$ cat src/rtl/matrix_operand_loader.sv
// Streams DIM*DIM elements of m1 then m2 over valid/ready, then presents both packed operands until mult_ack.
// Define MATRIX_LOADER_TRANSPOSE_M2_EN to treat the m2 stream as column-major and store its transpose row-major.
module matrix_operand_loader #(
  parameter int ELEM_W = 16,
  parameter int DIM    = 4
) (
  input  logic                      clk,
  input  logic                      reset,
  input  logic [ELEM_W-1:0]         in_data,
  input  logic                      in_valid,
  output logic                      in_ready,
  input  logic                      abort,
  input  logic                      mult_ack,
  output logic [DIM*DIM*ELEM_W-1:0] m1,
  output logic [DIM*DIM*ELEM_W-1:0] m2,
  output logic                      mult_enable,
  output logic [$clog2(2*DIM*DIM)-1:0] load_count
);

  localparam int N     = DIM * DIM;
  localparam int IDX_W = $clog2(N);
  localparam int CNT_W = $clog2(2 * N);
  localparam logic [IDX_W-1:0] IDX_LAST = IDX_W'(N - 1);
  localparam logic [CNT_W-1:0] CNT_MAX  = '1;

  typedef enum logic [1:0] {
    LOAD_M1,
    LOAD_M2,
    PRESENT
  } state_t;

  state_t            state;
  state_t            state_nxt;
  logic [IDX_W-1:0]  idx;
  logic [IDX_W-1:0]  m2_idx;
  logic              last;
  logic              accept;
  logic              restart;

  // Both handshake outputs decode the state register only, so in_valid never reaches in_ready.
  assign in_ready    = (state != PRESENT);
  assign mult_enable = (state == PRESENT);
  assign last        = (idx == IDX_LAST);

`ifdef MATRIX_LOADER_TRANSPOSE_M2_EN
  assign m2_idx = IDX_W'((int'(idx) % DIM) * DIM + int'(idx) / DIM);
`else
  assign m2_idx = idx;
`endif

  // NOTE: every signal written here gets a default first, so no path can infer a latch.
  always_comb begin
    state_nxt = state;
    accept    = 1'b0;
    restart   = 1'b0;
    case (state)
      LOAD_M1: begin
        if (abort) begin
          restart = 1'b1;
        end else if (in_valid) begin
          accept = 1'b1;
          if (last) state_nxt = LOAD_M2;
        end
      end
      LOAD_M2: begin
        if (abort) begin
          restart = 1'b1;
        end else if (in_valid) begin
          accept = 1'b1;
          if (last) state_nxt = PRESENT;
        end
      end
      PRESENT: begin
        if (abort || mult_ack) restart = 1'b1;
      end
      default: restart = 1'b1;
    endcase
    if (restart) state_nxt = LOAD_M1;
  end

  // NOTE: non-blocking assignments keep every register sampling pre-edge values of idx and state.
  always_ff @(posedge clk) begin
    if (reset) begin
      state      <= LOAD_M1;
      idx        <= '0;
      load_count <= '0;
      // NOTE: the operand registers are cleared on reset because m1/m2 are observable outputs with defined reset values.
      m1         <= '0;
      m2         <= '0;
    end else begin
      state <= state_nxt;
      if (restart) begin
        idx        <= '0;
        load_count <= '0;
      end else if (accept) begin
        idx        <= last ? '0 : idx + 1'b1;
        load_count <= (load_count == CNT_MAX) ? load_count : load_count + 1'b1;
      end
      if (accept && state == LOAD_M1) m1[idx * ELEM_W +: ELEM_W] <= in_data;
      if (accept && state == LOAD_M2) m2[m2_idx * ELEM_W +: ELEM_W] <= in_data;
    end
  end

endmodule
$ cat config.mk
export PLATFORM = sky130hd
export DESIGN_NAME = matrix_operand_loader
export DESIGN_NICKNAME = d
export VERILOG_FILES = /design/src/rtl/matrix_operand_loader.sv
export SDC_FILE = /design/constraint.sdc
export NUM_CORES = 1
export LEC_CHECK = 0
export CAP_MARGIN = 20
export CORE_AREA = 3 3 208 210
export DETAILED_ROUTE_END_ITERATION = 8
export DIE_AREA = 0 0 211 213
export GPL_TIMING_DRIVEN = 0
export PLACE_DENSITY = 0.81
export SETUP_SLACK_MARGIN = 0.2
export SKIP_LAST_GASP = 1
export SLEW_MARGIN = 10
export SYNTH_ARGS = -nofsm -noshare
export SYNTH_HDL_FRONTEND = slang
export SYNTH_SLANG_ARGS = --single-unit
$ cat constraint.sdc
create_clock -name clk -period 7.3 [get_ports clk]
set_clock_uncertainty 0.15 [all_clocks]
set_input_delay 1.46 -clock clk [delete_from_list [all_inputs] [get_ports clk]]
set_output_delay 1.46 -clock clk [all_outputs]
set_load 0.01 [all_outputs]
; ---- Word level (Yosys, flattened, before mapping)
; Cells that the tools add are included.
[word_totals]
out_inout_bits = 519
ff_bits = 523
[op_classes]
eq_ne = 11
n_shift = 2
reduce_logical = 9
mux = 16
add_sub_neg = 3
n_bitwise = 1
[op_table]
columns = operator, n
row1 = $bwmux W256, 2
row2 = $shift A16 B34 Y256 const A, 1
row3 = $shiftx A16 B34 Y256, 1
row4 = $neg A8 Y34, 1
row5 = $ne A2 B2 Y1 const B, 7
row6 = $mux W2, 6
row7 = $reduce_and A7 Y1, 1
row8 = $add A5 B1 Y5 const B, 1
row9 = $eq A5 B5 Y1 const B, 1
row10 = $mux W1, 5
row11 = $add A4 B1 Y4 const B, 1
row12 = $eq A4 B4 Y1 const B, 1
row13 = $mux W4, 1
row14 = $pmux W2 S2, 1
row15 = $reduce_or A2 Y1, 2
row16 = $eq A2 B1 Y1 const B, 1
row17 = $eq A2 B2 Y1 const B, 1
row18 = $logic_and A1 B1 Y1, 2
row19 = $logic_not A2 Y1, 1
row20 = $pmux W1 S2, 1
row21 = $reduce_and A2 Y1, 1
row22 = $reduce_bool A2 Y1, 1
row23 = $logic_or A1 B1 Y1, 1
row24 = $not A1 Y1, 1

; ---- Depth between registers and ports, before layout
; Gate-level depths: netlist of the first run.
[depth]
depth_word = 5
ltp_mapped = 12
mapped_depth_nobuf = 7

; ---- Least setup slack after synthesis of the first run
; No wires, ideal clock.
[synth_timing]
path_type = input-to-reg
start = input port abort
end = register m1[59]
slack_ns = 4.360
arrival_ns = 2.718
cell_stages = 6
required_time_ns = 7.078
setup_time_ns = 0.072
n_path_buf = 2
cell_sequence = and4bb_2 > buf_2 > nand3_1 > nor2_4 > buf_4 > mux2i_1
[synth_between]
elab_chain_len = 3
[synth_rtl]
columns = item, line_no
row1 = from (decl), 12  ; input logic abort,
row2 = $mux W1, 58  ; if (abort) begin
row3 = $mux W1, n/a
row4 = $logic_and A1 B1 Y1, 99  ; if (accept && state == LOAD_M1) m1[idx * ELEM_W +: ELEM_W] <= in_data;
row5 = "to (signal, indexed assignment)", 99
row6 = to (decl), 14  ; output logic [DIM*DIM*ELEM_W-1:0] m1,
; No other way between the ends.
; A chain may end at the register's enable or synchronous reset.

; ---- Worst setup path after layout of the first run
[layout_timing]
start = register state[0]
end = output port in_ready
[layout_between]
elab_chain_len = 1
[layout_rtl]
columns = item, line_no
row1 = from (decl), 32  ; state_t state;
row2 = from (signal assigned), 91  ; state <= state_nxt;
row3 = $ne A2 B2 Y1, 41  ; assign in_ready = (state != PRESENT);
row4 = to (decl), 11  ; output logic in_ready,
; No other way between the ends.

==> flow_summary_export.csv, run 1 <==
group,metric,value,unit
worst_setup_path,crit_buf_inv,2,
die,coreArea,0.0418,mm^2
die,std_cell_rows,75,
routing,drc,0,
yosys,syn_inst,2159,
cts,cts_hold_buf,0,
worst_setup_path,crit_fanout,10,
yosys,syn_area,0.0207,mm^2
cts,postCtsSetupBuffers,0,
worst_setup_path,worst_setup_path_end_kind,"output port",
grt,antenna_found_initial,2,
cts,cts_num_sinks,523,
cells_and_area,syn2layout_area_growth,37.6,%
timing,fin_crit_sh,53.9,%
routing,drt_wl_total,78.1,mm
yosys,ys_types,50,
worst_setup_path,arrival,2.32,ns
placement,dpl.cell_count,3222,
routing,routedWlPerCell,23.5,um
run,drv_cap,0,
timing,grt_setup_unrepaired,"false",
die,floorplan.initialDensity,49.6,%
placement,hpwlAfterDp,56.7,mm
timing,fmax,0.254,GHz
routing,post_drt_via_cell_ratio,5.64,
routing,ant_nets,0,
placement,port_buffers,524,
die,die-area,0.0449,mm^2
pwr,ir_drop,232,uV
timing,hold_violations,0,
routing,drt_iter0_drc,1614,
yosys,synth_edf_count,0,
yosys,syn-mean-instance-area,9.60,um^2
placement,gp_routability_congestion,0.945,
yosys,ys_ff_latch,523,
cts,root_buffer,"clkbuf_16",
worst_setup_path,critical_path.max_stage_delay,0.60,ns
cts,cts_tree,"done",
cts,htreeDepth,2,
grt,grt_max_degree,15,
cts,clk_latency,0.60,ns
worst_setup_path,critPathKind,"flop to output port",
worst_setup_path,critPathTopFamily,"buffers and inverters",
die,die_w,211,um
timing,slew_headroom,32.4,%
cts,post_cts_resized,0,
worst_setup_path,crit_chain,"buf_2 > nand2b_1 > clkdlybuf4s50_1",
yosys,synth_nets,2185,
yosys,yosys_warnings,0,
cells_and_area,drive_gt1_share,6.23,%
hold_path,hold_path.class,"flop to flop",
pwr,p_leak,10.1,nW
cells_and_area,stdcell_count,3318,
timing,finalSetupViolCount,0,
yosys,synth.yosys.seq_area_share,50.5,%
die,io_pins,540,
status,status,"finished clean",
routing,via_count,18719,
worst_setup_path,slowest_stage,"clkdlybuf4s50_1",
grt,grt-ovfl-total,0,
cts,cts_buffers,52,
yosys,synth_top_flop_cell,"dfxtp_1",
grt,grt_pass1_vias,18654,
timing,period_minus_slack,3.93,ns
yosys,synth_async_sr_flop_share,0,%
worst_setup_path,cp_data_required_time,5.69,ns
cts,clockBufferDepth,3,
grt,grt.total_usage,33.3,%
die,die_h,213,um
grt,grt_pass1_wl,114,mm
worst_setup_path,crit_path_start_kind,"flop",
timing,worst_pin_slew,1.01,ns
cts,clkSlewWorstSetupHoldPaths,0.07,ns
cells_and_area,final_net_count,2763,
routing,dr.pass1.iters,5,
pwr,p_per_area,209,mW/mm^2
timing,fin_tns_setup,0,ns
timing,slew_viol_final,0,
==> worst paths after layout <==
path | from | endpoint | slack [ns] | depth (start not counted)
max | state[0] | in_ready | 3.37 | 3
min | m2[63] | m2[63] | 0.32 | 2
max reg2reg | idx[0] | m2[165] | 3.91 | 9
min reg2reg | m2[63] | m2[63] | 0.32 | 2
==> synth_stat cells (9+ instances only) <==
library cell / number / share of area [%]
nor2b_1: 166 / 5.0
clkbuf_1: 131 / 2.4
nand2_1: 116 / 2.1
nand3b_1: 144 / 5.2
buf_4: 18 / 0.65
nand2b_1: 226 / 6.8
o21ai_0: 393 / 9.5
buf_2: 26 / 0.63
nor2_1: 17 / 0.31
mux2i_1: 224 / 11
buf_6: 9 / 0.49
dfxtp_1: 523 / 51
o21ai_1: 59 / 1.4
==> stage by stage <==
| step | utilization [%] | area [um^2] | setup WS [ns] | hold WS (ns) | power [mW] |
|---|---|---|---|---|---|
| after CTS | 68.2 | 28500 | 3.37 | 0.326 | 5.97 |
| after detailed placement | 63.8 | 26600 | 2.96 | 0.311 | 3.10 |
| final | 68.2 | 28500 | 3.37 | 0.322 | 5.96 |
| after floorplan | - | 20700 | 4.36 | 0.343 | 3.02 |
| after global routing | 68.2 | 28500 | 3.34 | 0.340 | 6.10 |
| after global placement | 63.8 | 26600 | 2.89 | 0.307 | 3.10 |
==> layout by cell type (no fill, tap or decap), types with 18 or more instances in the layout <==
cell	n
clkbuf_1	138
o21ai_1	59
mux2i_1	224
nand3b_1	144
nand2b_1	226
o21ai_0	393
nor2b_1	166
clkbuf_16	53
clkdlybuf4s50_1	524
dfxtp_1	523
buf_2	26
buf_4	18
nand2_1	116
==> layer usage <==
metal / wire (um) / global-route usage, % / vias to the layer above
li1: - / - / 8499
met1: 30400 / 40.3 / 9076
met2: 36600 / 55.0 / 943
met3: 6920 / 8.23 / 201
met4: 4250 / 17.8 / 0
met5: 0 / 0 / -
==> flip-flops by register name, indices dropped and copies added, names as in the netlist <==
signal      cells
state           2
m2            256
load_count      5
idx             4
m1            256
==> final cells by class <==
cell class | count | area, um^2
Buffer | 191 | 898
Fill cell | 3214 | 13300
Timing Repair Buffer | 524 | 5250
Clock inverter | 22 | 330
Tap cell | 539 | 674
Inverter | 5 | 18.8
Clock buffer | 73 | 1530
Antenna cell | 1 | 2.50
Sequential cell | 523 | 10500
Multi-Input combinational cell | 1440 | 9330
==> power by group <==
group          internal (mW)  leakage, nW  switching, mW  total [mW]
Combinational         0.0592         4.95          0.123       0.182
Clock                   1.75        0.918           1.17        2.92
Sequential              2.86         4.21        0.00347        2.86
==> cells by family after synthesis <==
logic type                 count (synthesis)  synth area share (%)
AOI/OAI and AO/OA                        466                  11.5
xor gates and xnor gates                   7                 0.296
adders and majority gates                  5                 0.302
buffers and inverters                    196                  4.43
DFF                                      523                  50.5
muxes                                    224                  10.8
and+or+nand+nor                          738                  22.2
==> worst register-to-register path: cells and delay by family, from the launching register on <==
kind | cells | cell delay [ns]
and+or+nand+nor | 3 | 0.94
buffers and inverters | 3 | 0.92
DFF | 1 | 0.53
AOI/OAI and AO/OA | 2 | 0.37
adders and majority gates | 1 | 0.32
Power figures use the tool's default switching activity.
==> run 2, diff against run 1 <==
- CORE_AREA: 3 3 208 210 -> default
- CORE_MARGIN: default -> 3
- CORE_UTILIZATION: default -> 49
- DIE_AREA: 0 0 211 213 -> default
- PLACE_DENSITY: 0.81 -> 0.8
- clock period: 7.3 -> 4 ns (I/O delays scaled with it)
==> flow_summary_export.csv, run 2 (synthesis gave the netlist of run 1 again) <==
group,metric,value,unit
placement,hpwlAfterDp,57.5,mm
pwr,p_clk_share,46.6,%
placement,port_buffers,524,
routing,routedWlPerCell,23.7,um
grt,grt.total_usage,33.6,%
cells_and_area,final_net_count,2763,
worst_setup_path,crit_fanout,10,
routing,drc,0,
cts,cts_buffers,52,
die,die_w,212,um
timing,slew_viol_final,0,
timing,hold_violations,0,
placement,dpl.cell_count,3215,
cells_and_area,fin_util,68.5,%
cts,clkSlewWorstSetupHoldPaths,0.06,ns
cells_and_area,stdcell_count,3308,
placement,dpl_cell_area,0.0266,mm^2
pwr,ir_drop,300,uV
cts,cts_tree,"done",
pwr,sequentialPowerShare,50.2,%
placement,gp_routability_congestion,0.920,
worst_setup_path,worst_setup_path_end_kind,"flop",
cts,cts_hold_buf,0,
worst_setup_path,rr_endpoint,"m2[166]",
pwr,p_leak,9.98,nW
worst_setup_path,crit_buf_inv,3,
pwr,p_int,8.10,mW
grt,grt-ovfl-total,0,
die,die-area,0.0448,mm^2
timing,fmax,0.298,GHz
worst_setup_path,crit_path_start,"idx[0]",
cells_and_area,syn2layout_area_growth,36.6,%
timing,finalSetupViolCount,0,
cells_and_area,postLayoutCellArea,0.0283,mm^2
grt,grt_max_degree,14,
worst_setup_path,cp_data_required_time,4.30,ns
worst_setup_path,critical_path.max_stage_delay,0.51,ns
pwr,p_per_area,368,mW/mm^2
worst_setup_path,critPathTopFamily,"buffers and inverters",
worst_setup_path,worstReg2RegStart,"idx[0]",
grt,grt_pass1_wl,115,mm
hold_path,hold_path.class,"flop to flop",
pwr,swShare,22.1,%
cts,cts_num_sinks,523,
timing,grt_setup_unrepaired,"false",
routing,ant_nets,0,
run,drv_cap,0,
worst_setup_path,crit_path_start_kind,"flop",
placement,post-place-ws,0.253,ns
die,std_cell_rows,74,
cts,clk_latency,0.58,ns
cells_and_area,nFillCells,3159,
cells_and_area,layout_commonest_cell,"clkdlybuf4s50_1",
timing,fin_crit_sh,83.9,%
cells_and_area,regArea,0.0105,mm^2
die,io_pins,540,
timing,period_minus_slack,3.36,ns
routing,dr.pass1.iters,5,
worst_setup_path,endpoint,"m2[166]",
die,floorplan.initialDensity,50.2,%
routing,drt_iter0_drc,1402,
routing,post_drt_via_cell_ratio,5.65,
cells_and_area,multi_input_area,0.00933,mm^2
cells_and_area,drive_gt1_share,5.91,%
timing,setup_ws,0.642,ns
worst_setup_path,r2r.worst_path.cells,9,
worst_setup_path,crit_chain,"buf_2 > nor3_1 > ha_1 > nor2_2 > nand2_1 > clkbuf_1 > clkbuf_1 > o21ai_0 > o21ai_0",
worst_setup_path,r2r_slack,0.64,ns
timing,worst_pin_slew,1.09,ns
cells_and_area,top_regs,"m1 (256), m2 (256), load_count (5)",
grt,grt_pass1_vias,18578,
cts,clockBufferDepth,3,
worst_setup_path,slowest_stage,"dfxtp_1",
cells_and_area,final_cell_mix,"clkdlybuf4s50_1, dfxtp_1, o21ai_0, nand2b_1, mux2i_1",
die,die_h,212,um
worst_setup_path,arrival,3.66,ns
status,status,"finished clean",
timing,fin_tns_setup,0,ns
grt,antenna_found_initial,4,
routing,drt_wl_total,78.6,mm
pwr,power_frac_comb,3.2,%
die,coreArea,0.0413,mm^2
cts,root_buffer,"clkbuf_16",
worst_setup_path,path_depth,9,
cts,post_cts_resized,0,
timing,slew_headroom,27.6,%
cts,postCtsSetupBuffers,0,
worst_setup_path,critPathKind,"flop to flop",
cts,htreeDepth,2,
routing,via_count,18686,
pwr,p_switching,2.30,mW
-- run 2: changes by cell type in the layout (fill, tap and decap cells not counted) --
cell | before | now
bufinv_16 | 8 | 3
clkbuf_1 | 138 | 143
clkbuf_8 | 13 | 9
clkinv_2 | 8 | 12
diode_2 | 1 | 2
inv_6 | 4 | 0
-- run 2: routing by layer --
metal	global-route usage (%)	part of all wire (%)	vias to the layer above
li1	-	-	8474
met1	40.4	39	9034
met2	55.0	46	962
met3	9.47	9.6	212
met4	17.7	5.5	4
met5	0	0.034	-
-- run 2: worst min-delay path by stage --
stage,start,end,slack (ns),cells past startpoint
floorplan,m1[180],m1[180],0.34,2
global placement,m1[59],m1[59],0.31,2
detailed placement,m1[215],m1[215],0.31,2
CTS,m2[181],m2[181],0.32,2
global route,m1[184],m1[184],0.34,2
finish,m2[181],m2[181],0.32,2
-- run 2: final cells by class --
| cell class | count | area share (%) |
|---|---|---|
| flip-flops and latches | 523 | 37.0 |
| multi-input cells | 1440 | 33.0 |
| repair buffers | 524 | 18.5 |
| clock buffers | 74 | 5.28 |
| plain buffers | 191 | 3.18 |
| well taps | 532 | 2.35 |
| clock inverters | 17 | 0.584 |
| inverters | 5 | 0.0663 |
| diodes | 2 | 0.0177 |
-- run 2: metrics by stage --
| step | hold slack [ns] | power (mW) |
|---|---|---|
| finish | 0.320 | 10.4 |
| global route | 0.345 | 10.6 |
| CTS | 0.324 | 10.4 |
| detailed placement | 0.312 | 5.67 |
| global placement | 0.308 | 5.66 |
| floorplan | 0.343 | 5.52 |
-- run 2: worst reg2reg max path: cells and delay by family, from the launching register on --
family | cells | cell delay [ns]
adders and majority gates | 1 | 0.32
and+or+nand+nor | 3 | 0.93
DFF | 1 | 0.51
buffers and inverters | 3 | 0.95
AOI/OAI and AO/OA | 2 | 0.37
-- run 2: power groups by stage --
stage | clock network (mW) | registers, mW | logic (mW)
5_1_grt | 5.06 | 5.22 | 0.348
4_1_cts | 4.86 | 5.22 | 0.328
2_1_floorplan | 0 | 5.34 | 0.175
3_5_place_dp | 0 | 5.34 | 0.326
3_3_place_gp | 0 | 5.34 | 0.321
6_report | 4.84 | 5.22 | 0.335
